--- config.mk ---
export PLATFORM = sky130hd
export DESIGN_NAME = fifo_ms_read_sched
export DESIGN_NICKNAME = d
export VERILOG_FILES = /design/src/rtl/fifo_ms_read_sched.sv
export SDC_FILE = /design/constraint.sdc
export NUM_CORES = 1
export LEC_CHECK = 0
export CELL_PAD_IN_SITES_DETAIL_PLACEMENT = 0
export CELL_PAD_IN_SITES_GLOBAL_PLACEMENT = 1
export CORE_UTILIZATION = 32
export CTS_CLUSTER_SIZE = 24
export DETAILED_ROUTE_END_ITERATION = 12
export GPL_ROUTABILITY_DRIVEN = 0
export PLACE_DENSITY_LB_ADDON = 0.25
export SYNTH_ARGS = -nofsm -noshare
export SYNTH_HDL_FRONTEND = slang
export SYNTH_SLANG_ARGS = --single-unit
--- constraint.sdc ---
create_clock -name clk -period 1.95 [get_ports clk]
set_input_delay 0.39 -clock clk [delete_from_list [all_inputs] [get_ports clk]]
set_output_delay 0.39 -clock clk [all_outputs]
set_load 0.01 [all_outputs]
--- src/rtl/fifo_ms_read_sched.sv ---
`default_nettype none
// ============================================================================
//  Module      : fifo_ms_read_sched
//  Description : Read-side scheduler for the multi-stream tagged FIFO.
//                Weighted round-robin over per-stream queues (up to BURST
//                consecutive pops per stream), one-hot pop vector, registered
//                valid/ready output stage and sticky tag-mismatch detection.
//  Revision    : 1.0  initial release
// ============================================================================
module fifo_ms_read_sched #(
    parameter  int DATA_WIDTH = 8,
    parameter  int FLUX       = 2,
    parameter  int BURST      = 2,
    localparam int TAG_WIDTH  = (FLUX > 1) ? $clog2(FLUX) : 1
) (
    input  logic                            clk,
    input  logic                            rst_n,
    input  logic                            enable,
    input  logic [FLUX-1:0]                 stream_mask,
    input  logic [FLUX-1:0]                 fifo_empty,
    input  logic [DATA_WIDTH+TAG_WIDTH-1:0] fifo_dout,
    output logic [FLUX-1:0]                 fifo_read,
    output logic                            m_valid,
    input  logic                            m_ready,
    output logic [DATA_WIDTH-1:0]           m_data,
    output logic [TAG_WIDTH-1:0]            m_tag,
    output logic                            tag_err,
    output logic                            busy
);

    localparam int CNT_WIDTH = $clog2(BURST + 1);

    localparam logic [CNT_WIDTH-1:0] c_burst    = CNT_WIDTH'(BURST);
    localparam logic [CNT_WIDTH-1:0] c_cnt_one  = CNT_WIDTH'(1);
    localparam logic [TAG_WIDTH-1:0] c_last_str = TAG_WIDTH'(FLUX - 1);

    localparam logic [1:0] S_IDLE  = 2'd0;
    localparam logic [1:0] S_SERVE = 2'd1;
    localparam logic [1:0] S_DRAIN = 2'd2;

    logic [1:0]            state_q, state_d;
    logic [TAG_WIDTH-1:0]  cur_q, cur_d;
    logic [CNT_WIDTH-1:0]  cnt_q, cnt_d;
    logic                  m_valid_q, m_valid_d;
    logic [DATA_WIDTH-1:0] m_data_q, m_data_d;
    logic [TAG_WIDTH-1:0]  m_tag_q, m_tag_d;
    logic                  tag_err_q, tag_err_d;

    logic [FLUX-1:0]       w_elig;
    logic [2*FLUX-1:0]     w_elig2;
    logic [FLUX-1:0]       w_rot;
    int                    w_off;
    int                    w_scan;
    logic                  w_stay;
    logic [TAG_WIDTH-1:0]  w_grant;
    logic                  w_pop;

    // Grant selection: stay on cur while its burst has room, else rotate.
    // cnt==0 only after reset and means "no burst in progress", so the first
    // grant scans from cur+1 (stream 0) instead of sticking to FLUX-1.
    always_comb begin
        w_elig  = ~fifo_empty & stream_mask;
        w_elig2 = {w_elig, w_elig};
        // Eligibility rotated so bit j corresponds to stream cur+1+j.
        w_rot   = FLUX'(w_elig2 >> (int'(cur_q) + 1));
        w_off   = 0;
        for (int j = FLUX - 1; j >= 0; j--) begin
            if (w_rot[j]) begin
                w_off = j;
            end
        end
        w_scan = int'(cur_q) + 1 + w_off;
        if (w_scan >= FLUX) begin
            w_scan = w_scan - FLUX;
        end
        w_stay  = w_elig[cur_q] && (cnt_q != '0) && (cnt_q < c_burst);
        w_grant = w_stay ? cur_q : TAG_WIDTH'(w_scan);
        w_pop   = enable && (!m_valid_q || m_ready) && (|w_elig);
    end

    // Datapath next state: load on pop, otherwise drop the word on accept.
    always_comb begin
        cur_d     = cur_q;
        cnt_d     = cnt_q;
        m_valid_d = m_valid_q;
        m_data_d  = m_data_q;
        m_tag_d   = m_tag_q;
        tag_err_d = tag_err_q;
        if (w_pop) begin
            m_valid_d = 1'b1;
            m_data_d  = fifo_dout[DATA_WIDTH-1:0];
            m_tag_d   = w_grant;
            cur_d     = w_grant;
            // Regrant after an exhausted burst (cur is the only candidate)
            // restarts the count instead of overrunning BURST.
            cnt_d     = w_stay ? (cnt_q + c_cnt_one) : c_cnt_one;
            if (fifo_dout[DATA_WIDTH +: TAG_WIDTH] != w_grant) begin
                tag_err_d = 1'b1;
            end
        end else if (m_valid_q && m_ready) begin
            m_valid_d = 1'b0;
        end
    end

    // Datapath registers.
    always_ff @(posedge clk or negedge rst_n) begin
        if (!rst_n) begin
            cur_q     <= c_last_str;
            cnt_q     <= '0;
            m_valid_q <= 1'b0;
            m_data_q  <= '0;
            m_tag_q   <= '0;
            tag_err_q <= 1'b0;
        end else begin
            cur_q     <= cur_d;
            cnt_q     <= cnt_d;
            m_valid_q <= m_valid_d;
            m_data_q  <= m_data_d;
            m_tag_q   <= m_tag_d;
            tag_err_q <= tag_err_d;
        end
    end

    // FSM state register.
    always_ff @(posedge clk or negedge rst_n) begin
        if (!rst_n) begin
            state_q <= S_IDLE;
        end else begin
            state_q <= state_d;
        end
    end

    // FSM next state: IDLE whenever the output empties, DRAIN while a word
    // waits with enable low, SERVE otherwise.
    always_comb begin
        state_d = state_q;
        case (state_q)
            S_IDLE: begin
                if (w_pop) begin
                    state_d = S_SERVE;
                end
            end
            S_SERVE: begin
                if (!m_valid_d) begin
                    state_d = S_IDLE;
                end else if (!enable) begin
                    state_d = S_DRAIN;
                end
            end
            S_DRAIN: begin
                if (!m_valid_d) begin
                    state_d = S_IDLE;
                end else if (enable) begin
                    state_d = S_SERVE;
                end
            end
            default: begin
                state_d = S_IDLE;
            end
        endcase
    end

    // FSM outputs: pop vector (held off during reset) and busy flag.
    always_comb begin
        fifo_read = '0;
        if (rst_n && w_pop) begin
            fifo_read = FLUX'(1) << w_grant;
        end
        busy = (state_q != S_IDLE);
    end

    assign m_valid = m_valid_q;
    assign m_data  = m_data_q;
    assign m_tag   = m_tag_q;
    assign tag_err = tag_err_q;

endmodule
`default_nettype wire

# Yosys cells after proc, flatten, opt, wreduce, memory -nomap -nowiden
# Cells that the tools add are included.
totals:
  input_bits: 17
  elab_cells: 54
  out_inout_bits: 14
  ff_bits: 16
classes:
  shifts: 2
  reduce_logical: 14
  n_eq_ne: 6
  n_bitwise: 2
  order_cmp: 3
  mux: 16
  n_addsub: 4
ops:
  columns: ["op", "n"]
  rows:
  - ["4-bit by 32-bit right shift with 2-bit output", 1]
  - ["2-bit 2-to-1 mux", 7]
  - ["1-bit 2-to-1 mux", 8]
  - ["1-bit logical AND", 6]
  - ["3-bit inequality test, second input constant", 2]
  - ["2-bit case mux with 3 select lines", 1]
  - ["2-bit nonzero test", 2]
  - ["2-bit by 1-bit adder with 3-bit output", 1]
  - ["3-bit by 2-bit greater-or-equal comparator with 1-bit output, second input constant", 1]
  - ["3-bit AND reduction", 1]
  - ["1-bit by 1-bit adder with 2-bit output, second input constant", 1]
  - ["2-bit by 1-bit adder with 2-bit output, second input constant", 1]
  - ["2-bit AND", 1]
  - ["2-bit by 1-bit equality test with 1-bit output, second input constant", 1]
  - ["2-bit equality test, second input constant", 1]
  - ["2-bit logical NOT", 1]
  - ["1-bit by 2-bit < comparator with 1-bit output, second input constant", 1]
  - ["2-bit < comparator, second input constant", 1]
  - ["2-bit inequality test, second input constant", 1]
  - ["2-bit NOT", 1]
  - ["2-bit AND reduction", 1]
  - ["2-bit OR reduction", 1]
  - ["1-bit by 1-bit left shift with 2-bit output, first input constant", 1]
  - ["1-bit logical NOT", 1]
  - ["other kinds (3)", 3]

# Depth between registers and ports, before layout
logic_depth:
  ltp_word: 11
  ltp_mapped: 6
  ltp_nobuf: 6

# Worst setup path after synthesis
# OpenSTA, ideal clock, no wires.
synth_timing:
  path_kind: "flip-flop to output port"
  start: "register cnt_q[0]"
  end: "output port fifo_read[0]"
  t_arrival_ns: 1.359
  path_stages_with_launch: 7
  n_path_buf: 0
  required_time_ns: 1.560
  slack_ns: 0.201
  path_cell_list: "dfrtp_1 inv_1 ha_1 nor2_1 xnor2_1 a22oi_1 nor2b_1"
synth_via:
  elab_chain_len: 6
  word_cells_on_any_way: 7
  classes_between: "order compare: 1; shift: 1; mux: 2; reduce/logical: 3"
synth_lines:
  columns: ["item", "line", "source"]
  rows:
  - ["start, declared", "43", "logic [CNT_WIDTH-1:0] cnt_q, cnt_d;"]
  - ["start signal, assigned", "116", "cnt_q <= cnt_d;"]
  - ["branches (longest 2 deep; another with 2-bit < comparator)", null, null]
  - ["1-bit logical AND *", "76", "w_stay = w_elig[cur_q] && (cnt_q != '0) && (cnt_q < c_burst);"]
  - ["1-bit 2-to-1 mux *", "77", "w_grant = w_stay ? cur_q : TAG_WIDTH'(w_scan);"]
  - ["1-bit by 1-bit left shift with 2-bit output *", "167", "fifo_read = FLUX'(1) << w_grant;"]
  - ["2-bit 2-to-1 mux *", "166", "if (rst_n && w_pop) begin"]
  - ["end, declared", "22", "output logic [FLUX-1:0] fifo_read,"]
# Mark *: on every way between the ends.

# Final worst setup path
layout_timing:
  start: "register cnt_q[1]"
  end: "output port fifo_read[0]"
# Same word-level chain as after synthesis.

==> flow_metrics.tcl <==
set metrics [dict create \
    diodes 0 \
    grt_max_degree 17 \
    hpwl_um 1220 \
    seqCellArea_um2 402 \
    peakVddDrop_mv 0.591 \
    cts.path.max_buffers 2 \
    synthDistinctLibCells 27 \
    syn-cell-area_um2 793 \
    syn_to_final_growth_pct 59.0 \
    cts_sinks 16 \
    cts_root_buf "clkbuf_4" \
    arrival_ns 1.62 \
    setup_ws_ns -0.0639 \
    tightest_slew_ns 0.230 \
    ios 31 \
    skew_ns 0.000798 \
    drtAntennaViolNets 0 \
    yosysMostFrequentCell "dfrtp_1" \
    port_buffers 30 \
    clkLatencyLatePin_ns 0.29 \
    num_vias 656 \
    vias_per_cell 4.72 \
    ys.flop_type "dfrtp_1" \
    row_count 17 \
    max-slew-margin-rel 0.845 \
    cp_max_fo 4 \
    start_util 0.349 \
    core_area_um2 2280 \
    dp_slack_ns -0.580 \
    ys_top_cells_by_count "dfrtp_1, nor2_1" \
    grt_first_pass_wirelength_um 2860 \
    violations "negative setup slack" \
    cp-start-kind "flop" \
    antenna_found_initial 0 \
    hp-class "in -> async" \
    synthTopCellsByArea "dfrtp_1, mux2_4, mux2_2" \
    num-fill-cells 208 \
    drive_gt1_frac 0.360 \
    synth_async_sr_flop_share 1.00 \
    seq_area_frac_synth 0.506 \
    cts_max_level 1 \
    hold_violations 0 \
    die_area_um2 2680 \
    critPathKind "reg -> out" \
    critPathCaptureType "primary output" \
    die_w_um 51.8 \
    synthCells 64 \
    hold-worst-slack_ns 0.463 \
    synth_seq_cells 16 \
    track_usage 0.151 \
    setup_viol 1 \
    num-nets-final 130 \
    cts.clk_slew.worst_paths_ns 0.10 \
    drtPass1Iterations 2 \
    synthDominantCellAreaShare 0.473 \
    p_leak_uw 0.000575 \
    cts_made_buffers 3 \
    syn_avg_cell_area_um2 12.4 \
    multiInputGateArea_um2 377 \
    drtIter0Drc 1 \
    dieHeight_um 51.8 \
    setup-tns-final_ns -0.0639 \
    post-synth-top-area-cell "dfrtp_1" \
    drc_errors 0 \
    rsz0062_at_grt "true" \
    min_period_over_period 1.03 \
    synth_edf_count 0 \
    final_util 0.554 \
    drv_slew 0 \
    grt_pass1_vias 667 \
    status "complete, but fails checks" \
    wl_um 1730 \
    period_needed_ns 2.01 \
    drv_cap 0 \
    post_drt_wl_per_cell_um 12.4 \
    tritoncts "yes" \
    gr-total-overflow 0 \
    powerDensity_nw_per_um2 974 \
    cts_hold_buffers 0 \
    syn_nets 82 \
    yosysWarnings 0 \
    cp_data_required_time_ns 1.56 \
    fmax_mhz 497 \
]
per-stage QoR:
| step | instances | area [um2] | power [uW] |
|---|---|---|---|
| 2_1_floorplan | 64 | 793 | 664 |
| 3_3_place_gp | 132 | 1190 | 890 |
| 3_5_place_dp | 132 | 1190 | 899 |
| 4_1_cts | 138 | 1250 | 1220 |
| 5_1_grt | 139 | 1260 | 1300 |
| 6_report | 139 | 1260 | 1230 |
flip-flops by register name, summed over array words and instances, names as in the netlist:
register,count
m_data,8
tag_err,1
m_valid,1
state_q,2
cur_q,1
cnt_q,2
m_tag,1
layout by cell type, fill, tap and decap left out, drive strengths merged, types with 2 or more instances in the layout:
cell           instances
dfrtp                 15
o2111a                 2
dlygate4sd2            2
nand2                  4
a21oi                  3
clkbuf                 4
xnor2                  2
nor2b                  3
inv                    3
clkdlybuf4s50         26
buf                   17
mux2                   8
nand2b                 4
nor2                   5
per-layer routing:
metal / vias to the layer above / part of all wire / GRT usage
li1: 317 / - / -
met1: 316 / 0.43 / 0.160
met2: 18 / 0.50 / 0.271
met3: 5 / 0.054 / 0.0556
met4: 0 / 0.013 / 0.0541
met5: - / 0 / 0
path summary, 6_finish.rpt:
kind	from	end	slack [ns]	cells past startpoint
worst min register to register	tag_err$_DFFE_PN0P_	tag_err$_DFFE_PN0P_	0.49	2
min in group clk	tag_err$_DFFE_PN0P_	tag_err$_DFFE_PN0P_	0.49	2
worst max register to register	cnt_q[1]$_DFFE_PN0P_	tag_err$_DFFE_PN0P_	0.36	8
worst max-delay path	cnt_q[1]$_DFFE_PN0P_	fifo_read[0]	-0.06	7
max in group asynchronous	rst_n	cur_q$_DFFE_PN1P_	1.24	2
worst min-delay path	rst_n	m_data[1]$_DFFE_PN0P_	0.46	2
critical path: stages, from the launching register on:
cell and delay (ns):
dfrtp_1 0.39, inv_1 0.06, ha_2 0.18, nor2_4 0.04
xnor2_2 0.14, a22oi_2 0.22, nor2b_1 0.15, buf_2 0.14
logic make-up after synthesis:
logic type / Yosys count / share of synthesized area
buf+inv: 5 / 0.0536
compound gates: 12 / 0.121
fa+ha+maj: 1 / 0.0158
simple gates: 20 / 0.148
xor+xnor: 2 / 0.0221
mux: 8 / 0.132
flops: 16 / 0.506
power by group:
group	internal [uW]	switching (uW)	total (uW)
logic	350	196	546
registers	410	46.3	456
clock network	114	113	227
timing repair:
action                     CTS  global route
setup endpoints to repair    2             2
resized for setup           17             0
cloned                       0             0
pin swaps                    4             1
setup buffers                2             1
layout make-up:
cell class | count | share of cell area
clock buffer | 4 | 0.0288
sequential | 16 | 0.318
multi-input combinational | 43 | 0.299
inverter | 3 | 0.00893
tap | 28 | 0.0278
timing repair buffer | 45 | 0.317
Note: power is estimated with default switching activity, not from simulation.
